$ cat src/rtl/sweep_pkg.sv
// Shared types and defaults for the up/down sweep sequencer.
// State encoding is fixed so it can be read directly off a debug bus.
package sweep_pkg;

    localparam int DEF_WIDTH    = 16;
    localparam int DEF_SWEEPS_W = 8;

    typedef enum logic [2:0] {
        IDLE = 3'd0,
        LOAD = 3'd1,
        UP   = 3'd2,
        DOWN = 3'd3,
        DONE = 3'd4
    } state_t;

endpackage

$ cat src/rtl/updown_count_core.sv
// Loadable up/down counter datapath.
// Load wins over enable; the count holds while disabled.
module updown_count_core
    import sweep_pkg::*;
#(
    parameter int WIDTH = DEF_WIDTH
) (
    input  logic             clk,
    input  logic             reset,
    input  logic             en,
    input  logic             load,
    input  logic [WIDTH-1:0] load_val,
    input  logic             UpOrDown,
    output logic [WIDTH-1:0] Count
);

    localparam logic [WIDTH-1:0] ONE = WIDTH'(1);

    always_ff @(posedge clk) begin
        if (reset) begin
            Count <= '0;
        end else if (load) begin
            Count <= load_val;
        end else if (en) begin
            Count <= UpOrDown ? Count + ONE : Count - ONE;
        end
    end

endmodule

$ cat src/rtl/updown_sweep_ctrl.sv
// Bounded up/down sweep sequencer driving the counter core.
// Turnarounds are loads so hi = all-ones and lo = 0 never wrap.
module updown_sweep_ctrl
    import sweep_pkg::*;
#(
    parameter int WIDTH    = DEF_WIDTH,
    parameter int SWEEPS_W = DEF_SWEEPS_W
) (
    input  logic                clk,
    input  logic                reset,
    input  logic                start,
    input  logic                abort,
    input  logic                pause,
    input  logic [WIDTH-1:0]    lo,
    input  logic [WIDTH-1:0]    hi,
    input  logic [SWEEPS_W-1:0] sweeps,
    output logic [WIDTH-1:0]    Count,
    output logic                UpOrDown,
    output logic                busy,
    output logic                done,
    output logic                err,
    output logic [SWEEPS_W-1:0] sweep_idx
);

    localparam logic [WIDTH-1:0]    ONE     = WIDTH'(1);
    localparam logic [SWEEPS_W-1:0] IDX_ONE = SWEEPS_W'(1);

    state_t              state, state_n;
    logic [WIDTH-1:0]    lo_q, hi_q;
    logic [SWEEPS_W-1:0] sweeps_q;
    logic [SWEEPS_W-1:0] idx_n;
    logic                dir_q, dir_n;
    logic                err_q, err_n;
    logic                latch;
    logic                core_en, core_load, core_dir;
    logic [WIDTH-1:0]    core_val;

    always_ff @(posedge clk) begin
        if (reset) begin
            state     <= IDLE;
            lo_q      <= '0;
            hi_q      <= '0;
            sweeps_q  <= '0;
            sweep_idx <= '0;
            dir_q     <= 1'b1;
            err_q     <= 1'b0;
        end else begin
            state     <= state_n;
            sweep_idx <= idx_n;
            dir_q     <= dir_n;
            err_q     <= err_n;
            if (latch) begin
                lo_q     <= lo;
                hi_q     <= hi;
                sweeps_q <= sweeps;
            end
        end
    end

    always_comb begin
        state_n   = state;
        idx_n     = sweep_idx;
        dir_n     = dir_q;
        err_n     = 1'b0;
        latch     = 1'b0;
        core_en   = 1'b0;
        core_load = 1'b0;
        core_dir  = dir_q;
        core_val  = lo_q;
        if (abort && state != IDLE) begin
            state_n = IDLE;
        end else if (pause && state inside {LOAD, UP, DOWN}) begin
            state_n = state;
        end else begin
            unique case (state)
                IDLE: begin
                    if (start) begin
                        latch = 1'b1;
                        if (lo >= hi || sweeps == '0) begin
                            err_n = 1'b1;
                        end else begin
                            idx_n   = '0;
                            state_n = LOAD;
                        end
                    end
                end
                LOAD: begin
                    core_load = 1'b1;
                    core_val  = lo_q;
                    dir_n     = 1'b1;
                    state_n   = UP;
                end
                UP: begin
                    if (Count != hi_q) begin
                        core_en  = 1'b1;
                        core_dir = 1'b1;
                    end else begin
                        core_load = 1'b1;
                        core_val  = hi_q - ONE;
                        dir_n     = 1'b0;
                        state_n   = DOWN;
                    end
                end
                DOWN: begin
                    if (Count != lo_q) begin
                        core_en  = 1'b1;
                        core_dir = 1'b0;
                    end else begin
                        idx_n = sweep_idx + IDX_ONE;
                        if (idx_n == sweeps_q) begin
                            state_n = DONE;
                        end else begin
                            core_load = 1'b1;
                            core_val  = lo_q + ONE;
                            dir_n     = 1'b1;
                            state_n   = UP;
                        end
                    end
                end
                DONE: begin
                    state_n = IDLE;
                end
                default: begin
                    state_n = IDLE;
                end
            endcase
        end
    end

    updown_count_core #(
        .WIDTH(WIDTH)
    ) u_core (
        .clk      (clk),
        .reset    (reset),
        .en       (core_en),
        .load     (core_load),
        .load_val (core_val),
        .UpOrDown (core_dir),
        .Count    (Count)
    );

    // A completion that coincides with abort or reset is swallowed.
    assign done     = (state == DONE) && !abort && !reset;
    assign busy     = (state != IDLE);
    assign err      = err_q;
    assign UpOrDown = dir_q;

endmodule

$ cat config.mk
export PLATFORM = sky130hd
export DESIGN_NAME = updown_sweep_ctrl
export DESIGN_NICKNAME = d
export VERILOG_FILES = /design/src/rtl/sweep_pkg.sv /design/src/rtl/updown_count_core.sv /design/src/rtl/updown_sweep_ctrl.sv
export SDC_FILE = /design/constraint.sdc
export NUM_CORES = 1
export LEC_CHECK = 0
export ABC_CLOCK_PERIOD_IN_PS = 4200
export BUFFER_PORTS_ARGS = -buffer_cell sky130_fd_sc_hd__buf_2
export CORE_MARGIN = 2
export CORE_UTILIZATION = 34
export DETAILED_ROUTE_END_ITERATION = 6
export PLACE_DENSITY = 0.64
export SETUP_SLACK_MARGIN = 0.02
export SLEW_MARGIN = 40
export SYNTH_ARGS = -nofsm -noshare
export SYNTH_HDL_FRONTEND = slang
export SYNTH_SLANG_ARGS = --single-unit
$ cat constraint.sdc
create_clock -name clk -period 4.2 [get_ports clk]
set_clock_uncertainty 0.15 [all_clocks]
set_input_delay 0.21 -clock clk [delete_from_list [all_inputs] [get_ports clk]]
set_output_delay 0.21 -clock clk [all_outputs]
set_load 0.03 [all_outputs]
### After elaboration in Yosys (flattened, before gate mapping)

Cells that the tools add are included.

| storage, ports and cells | value |
|---|---|
| input port bits | 45 |
| register bits | 69 |
| output and inout bits | 28 |
| logic and storage cells | 92 |

| operators by class | value |
|---|---|
| equal/unequal tests | 12 |
| reduce and logical (&&, ||, !) cells | 18 |
| bitwise gates (word level) | 4 |
| magnitude comparators | 1 |
| muxes and demuxes | 44 |
| add/sub/neg operators | 5 |

Operators with widths:

| operator | number |
|---|---|
| $mux W16 | 8 |
| $add A16 B1 Y16 const B | 2 |
| $ne A16 B16 Y1 | 2 |
| $pmux W16 S2 | 1 |
| $sub A16 B1 Y16 const B | 2 |
| $mux W8 | 3 |
| $mux W1 | 21 |
| $ge A16 B16 Y1 | 1 |
| $pmux W8 S2 | 1 |
| $mux W3 | 5 |
| $pmux W3 S4 | 1 |
| $reduce_and A6 Y1 | 2 |
| $ne A2 B2 Y1 const B | 5 |
| $add A8 B1 Y8 const B | 1 |
| $eq A8 B8 Y1 | 1 |
| $logic_not A8 Y1 | 1 |
| $eq A3 B2 Y1 const B | 2 |
| $pmux W1 S3 | 2 |
| $reduce_bool A3 Y1 | 2 |
| $reduce_and A5 Y1 | 1 |
| $reduce_or A5 Y1 | 1 |
| $logic_and A1 B1 Y1 | 4 |
| $not A1 Y1 | 4 |
| $pmux W1 S2 | 2 |
| other kinds (7) | 9 |

### Logic depth before layout (Yosys ltp)

| logic depth | value |
|---|---|
| depth after elaboration | 8 |
| gate-level depth with buffers | 16 |
| gate-level depth less buffers | 15 |

### Hierarchy

A second synthesis with hierarchy kept.

| second synthesis, totals | value |
|---|---|
| cell total of the unflattened synthesis | 756 |
| area, all modules | 5677.9 um2 |

By module, submodules not included:

| module | sequential area each (um2) | cells each | area an instance (um2) | instances |
|---|---|---|---|---|
| updown_sweep_ctrl | 1061.0 | 577 | 4242.8 | 1 |
| updown_count_core | 320.3 | 179 | 1435.1 | 1 |

### Least setup slack after synthesis

OpenSTA, ideal clock, no wires.

| timing path | value |
|---|---|
| kind | register to register |
| start point | register u_core.Count[0] |
| end point | register u_core.Count[14] |
| arrival time | 4.233 ns |
| period minus slack after synthesis | 4.468 ns |
| path buffers | 1 |
| stages on the path, launching flop included | 17 |
| slack | -0.268 ns |
| library setup time | 0.086 ns |
| data required time | 3.964 ns |
| path through | dfxtp_1 clkbuf_1 xor2_1 nor4_2 nand4_2 and2_1 a2bb2oi_1 inv_1 fa_1 a21oi_1 o21ai_1 o41a_1 a221o_1 o41a_1 xor2_1 mux2i_1 a211oi_1 |

| on the way | value |
|---|---|
| cells in the longest elaborated chain, start to end | 8 |
| elaborated cells between the ends (all ways) | 28 |
| classes of those cells | 2 x add/sub; 2 x eq/ne; 23 x mux; 1 x reduce/logical |

Ends and longest elaborated chain:

| element | line | source |
|---|---|---|
| start, declared | updown_count_core.sv:14 | `output logic [WIDTH-1:0] Count` |
| start signal, assigned | updown_count_core.sv:23 | `Count <= load_val;` |
| start signal, assigned | updown_count_core.sv:25 | `Count <= UpOrDown ? Count + ONE : Count - ONE;` |
| $ne A16 B16 Y1, on equally long branches | updown_sweep_ctrl.sv:105, updown_sweep_ctrl.sv:94 |  |
| $mux W1, on equally long branches | updown_sweep_ctrl.sv:105, updown_sweep_ctrl.sv:94 |  |
| $pmux W1 S2 | updown_sweep_ctrl.sv:75 | `unique case (state)` |
| $mux W1 | updown_sweep_ctrl.sv:72 | `end else if (pause && state inside {LOAD, UP, DOWN}) begin` |
| $mux W1 | updown_sweep_ctrl.sv:70 | `if (abort && state != IDLE) begin` |
| $mux W16 | updown_count_core.sv:25 |  |
| $mux W16 | updown_count_core.sv:24 | `end else if (en) begin` |
| $mux W16 | updown_count_core.sv:22 | `end else if (load) begin` |

Several ways; a longest one is shown, not always the timed one. The select of a mux whose other input is x is not followed.
A chain may end at the register's enable or synchronous reset.

### Worst setup path in the final report

| timing path | value |
|---|---|
| start point | register u_core.Count[13] |
| end point | register u_core.Count[14] |

Same word-level chain as after synthesis.

==> flow_summary.toml <==
[outcome]
status = "complete, but fails checks"
violations = "negative hold slack"

[critical_path]
critical_path.startpoint = "u_core.Count[13]$_SDFFE_PP0P_"
crit_required_ns = 4.24
start_kind = "flop"
crit_chain = "xor2_1 -> nor4_2 -> nand4_2 -> and2_4 -> a2bb2oi_2 -> inv_2 -> buf_4 -> fa_2 -> a21oi_4 -> o21ai_2 -> o41a_1 -> a221o_1 -> o41a_1 -> xor2_1 -> mux2i_1 -> a211oi_1"
rr_worst_depth = 16
arrival_ns = 4.09
max_stage_delay_ns = 0.44
rrSetupSlack_ns = 0.15
cp_max_fo = 7
cp_slowest_cell = "nor4_2"
timing.rr.start = "u_core.Count[13]$_SDFFE_PP0P_"
end_kind = "flop"
critPathKind = "reg2reg"
r2r-end = "u_core.Count[14]$_SDFFE_PP0P_"

[synth]
synthesis.area_um2 = 5435
yosys.area.top_type = "dfxtp_1"
synth_mux_area_share_pct = 1.865
ys_ff_latch = 69
synth_compound_area_share_pct = 24.06
synth_top_area_share_pct = 25.41
synth_cell_types = 69
synth_xor_xnor_area_share_pct = 10.64
synth.top_cells.by_area = "dfxtp_1 25%, nand2_1 8.2%, ha_1 7.6%"
yosys.area_share.simple_pct = 24.42
synth.yosys.seq_area_share_pct = 25.41
synth_flop_cell = "dfxtp_1"
ys_async_sr_fraction_pct = 0
synthCells = 717
yosys_warnings = 0
synth_fp_nets = 796
synthAdderAreaFrac_pct = 7.965
synth-edff-count = 0
synth_top_family_by_area = "simple AND/OR/NAND/NOR gates"
postSynthAreaPerCell_um2 = 7.580

[clocking]
cts.path.max_buffers = 2
cts-root-buf = "clkbuf_16"
cts-buffers-inserted = 9
path_clk_slew_ns = 0.06
cts_max_level = 3
cts_num_sinks = 69
cts_tree = "done"
clkLatencyLatePin_ns = 0.34

[timing]
drv_slew = 0
whs_ns = -0.00008701
setup_viol = 0
timing.slew.headroom_pct = 48.24
post-route-period-util_pct = 96.36
finalHoldViolations = 1
tightest_slew_ns = 0.7712
min_period_ns = 4.047
fmax_mhz = 247.1
rsz0062_at_grt = "false"
tns_ns = 0

[die]
initial_core_util_pct = 34.47
row_count = 46
fp.coreArea_um2 = 15770
die-area_um2 = 17010
io_pins = 73
chipWidth_um = 130.4
die_h_um = 130.4

[detailed_routing]
vias_per_cell = 5.274
vias = 5648
dr.pass1.iters = 5
drc_errors = 0
drtIter0Drc = 472
drtAntennaViolNets = 0
wirelength_um = 17530
wire_per_inst_um = 16.36

[power]
max-vdd-ir-drop_v = 0.0001812
p_per_area_nw_per_um2 = 468.4
power_uw = 3302
p_leak_uw = 0.003034

[job]
cap_viol_max_count = 0

[global_routing]
grt_pass1_wl_um = 27340
grt_max_degree = 59
grt_use_total_pct = 20.58
antenna_found_initial = 0
overflow = 0
grt_pass1_vias = 5260

[layout]
final_common_cell = "nand2_1"
drive_gt1_share_pct = 22.57
stdcell_area_um2 = 7049
final_cell_mix = "119 x nand2_1, 74 x a21oi_1, 72 x buf_2"
syn_to_final_growth_pct = 29.70
nNetsFinal = 929
antenna_cells = 0

[place]
gp_congestion = 0.9557
hpwlAfterDp_um = 13260
port_buffers = 72
post_dp_cell_area_um2 = 6386

[min_path]
holdPathEnd = "lo_q[3]$_SDFFE_PP0P_"
min_path_cells = 3
hold_path_class = "in2reg"
min_from = "lo[3]"
-- metal layers --
| metal | vias to the layer above | GRT usage, % | part of all wire [%] |
|---|---|---|---|
| met3 | 36 | 3.298 | 6.5 |
| met1 | 2564 | 29.40 | 47 |
| met2 | 190 | 31.60 | 44 |
| li1 | 2858 | - | - |
| met5 | - | 0 | 0 |
| met4 | 0 | 7.071 | 2.4 |
-- state kept, by name, summed over array words and instances (netlist names) --
register      cells
state             3
UpOrDown          1
sweeps_q          8
hi_q             16
err               1
lo_q             16
sweep_idx         8
u_core.Count     16
-- worst max path at each step --
| stage | to | depth (start not counted) | slack, ns |
|---|---|---|---|
| 2_1_floorplan | u_core.Count[14]$_SDFFE_PP0P_ | 16 | 0.12 |
| 3_3_place_gp | u_core.Count[14]$_SDFFE_PP0P_ | 16 | 0.25 |
| 3_5_place_dp | u_core.Count[14]$_SDFFE_PP0P_ | 16 | 0.13 |
| 4_1_cts | u_core.Count[14]$_SDFFE_PP0P_ | 16 | 0.11 |
| 5_1_grt | u_core.Count[14]$_SDFFE_PP0P_ | 16 | 0.006 |
| 6_report | u_core.Count[14]$_SDFFE_PP0P_ | 16 | 0.15 |
-- cell type report --
type                            instances  area [um^2]
Multi-Input combinational cell        574         3775
Tap cell                              216        270.3
Inverter                               27        101.3
Clock inverter                          3        65.06
Timing Repair Buffer                  169         1159
Fill cell                            1647         8721
Sequential cell                        69         1399
Clock buffer                           13        280.3
-- worst max-delay path: cells and delay by family, from the launching register on --
kind / cells / cell delay [ns]
flip-flops: 1 / 0.34
adder cells (fa/ha/maj): 1 / 0.36
buffers and inverters: 2 / 0.25
XOR/XNOR: 2 / 0.34
AO/OA/AOI/OAI: 7 / 1.51
multiplexers: 1 / 0.16
AND/OR/NAND/NOR: 3 / 0.80
-- stage by stage --
stage / worst slack, ns / std cells / util, %
5_1_grt: 0.005580 / 1071 / 44.70
6_report: 0.1531 / 1071 / 44.70
3_3_place_gp: 0.2472 / 1025 / 40.50
2_1_floorplan: 0.1213 / 717 / -
3_5_place_dp: 0.1321 / 1025 / 40.50
4_1_cts: 0.1053 / 1069 / 44.46
-- cell families after synthesis --
| family | Yosys count |
|---|---|
| compound gates | 200 |
| xor+xnor | 66 |
| fa+ha+maj | 34 |
| buf+inv | 74 |
| flops | 69 |
| mux | 10 |
| simple gates | 264 |
-- report_power, final --
group | switching (uW) | internal [uW] | total (uW) | leakage (uW)
logic | 917 | 650 | 1570 | 0.00229
clock network | 288 | 584 | 871 | 0.000172
registers | 103 | 760 | 863 | 0.000571
total | 1310 | 1990 | 3300 | 0.00303
-- Yosys cell counts, drive strengths merged (20+ instances only) --
| cell | count |
|---|---|
| nand2 | 119 |
| a21oi | 75 |
| dfxtp | 69 |
| xnor2 | 39 |
| o21ai | 36 |
| nor2 | 34 |
| ha | 33 |
| clkbuf | 32 |
| xor2 | 27 |
| inv | 26 |
| nor3 | 20 |
-- what timing repair did --
action                     4_1_cts  5_1_grt
hold buffers                    28        0
buffers inserted                 0        2
hold endpoints to repair        28        0
gates resized for setup          0        6
setup endpoints to repair        0        1
(Power assumes the default switching activity.)
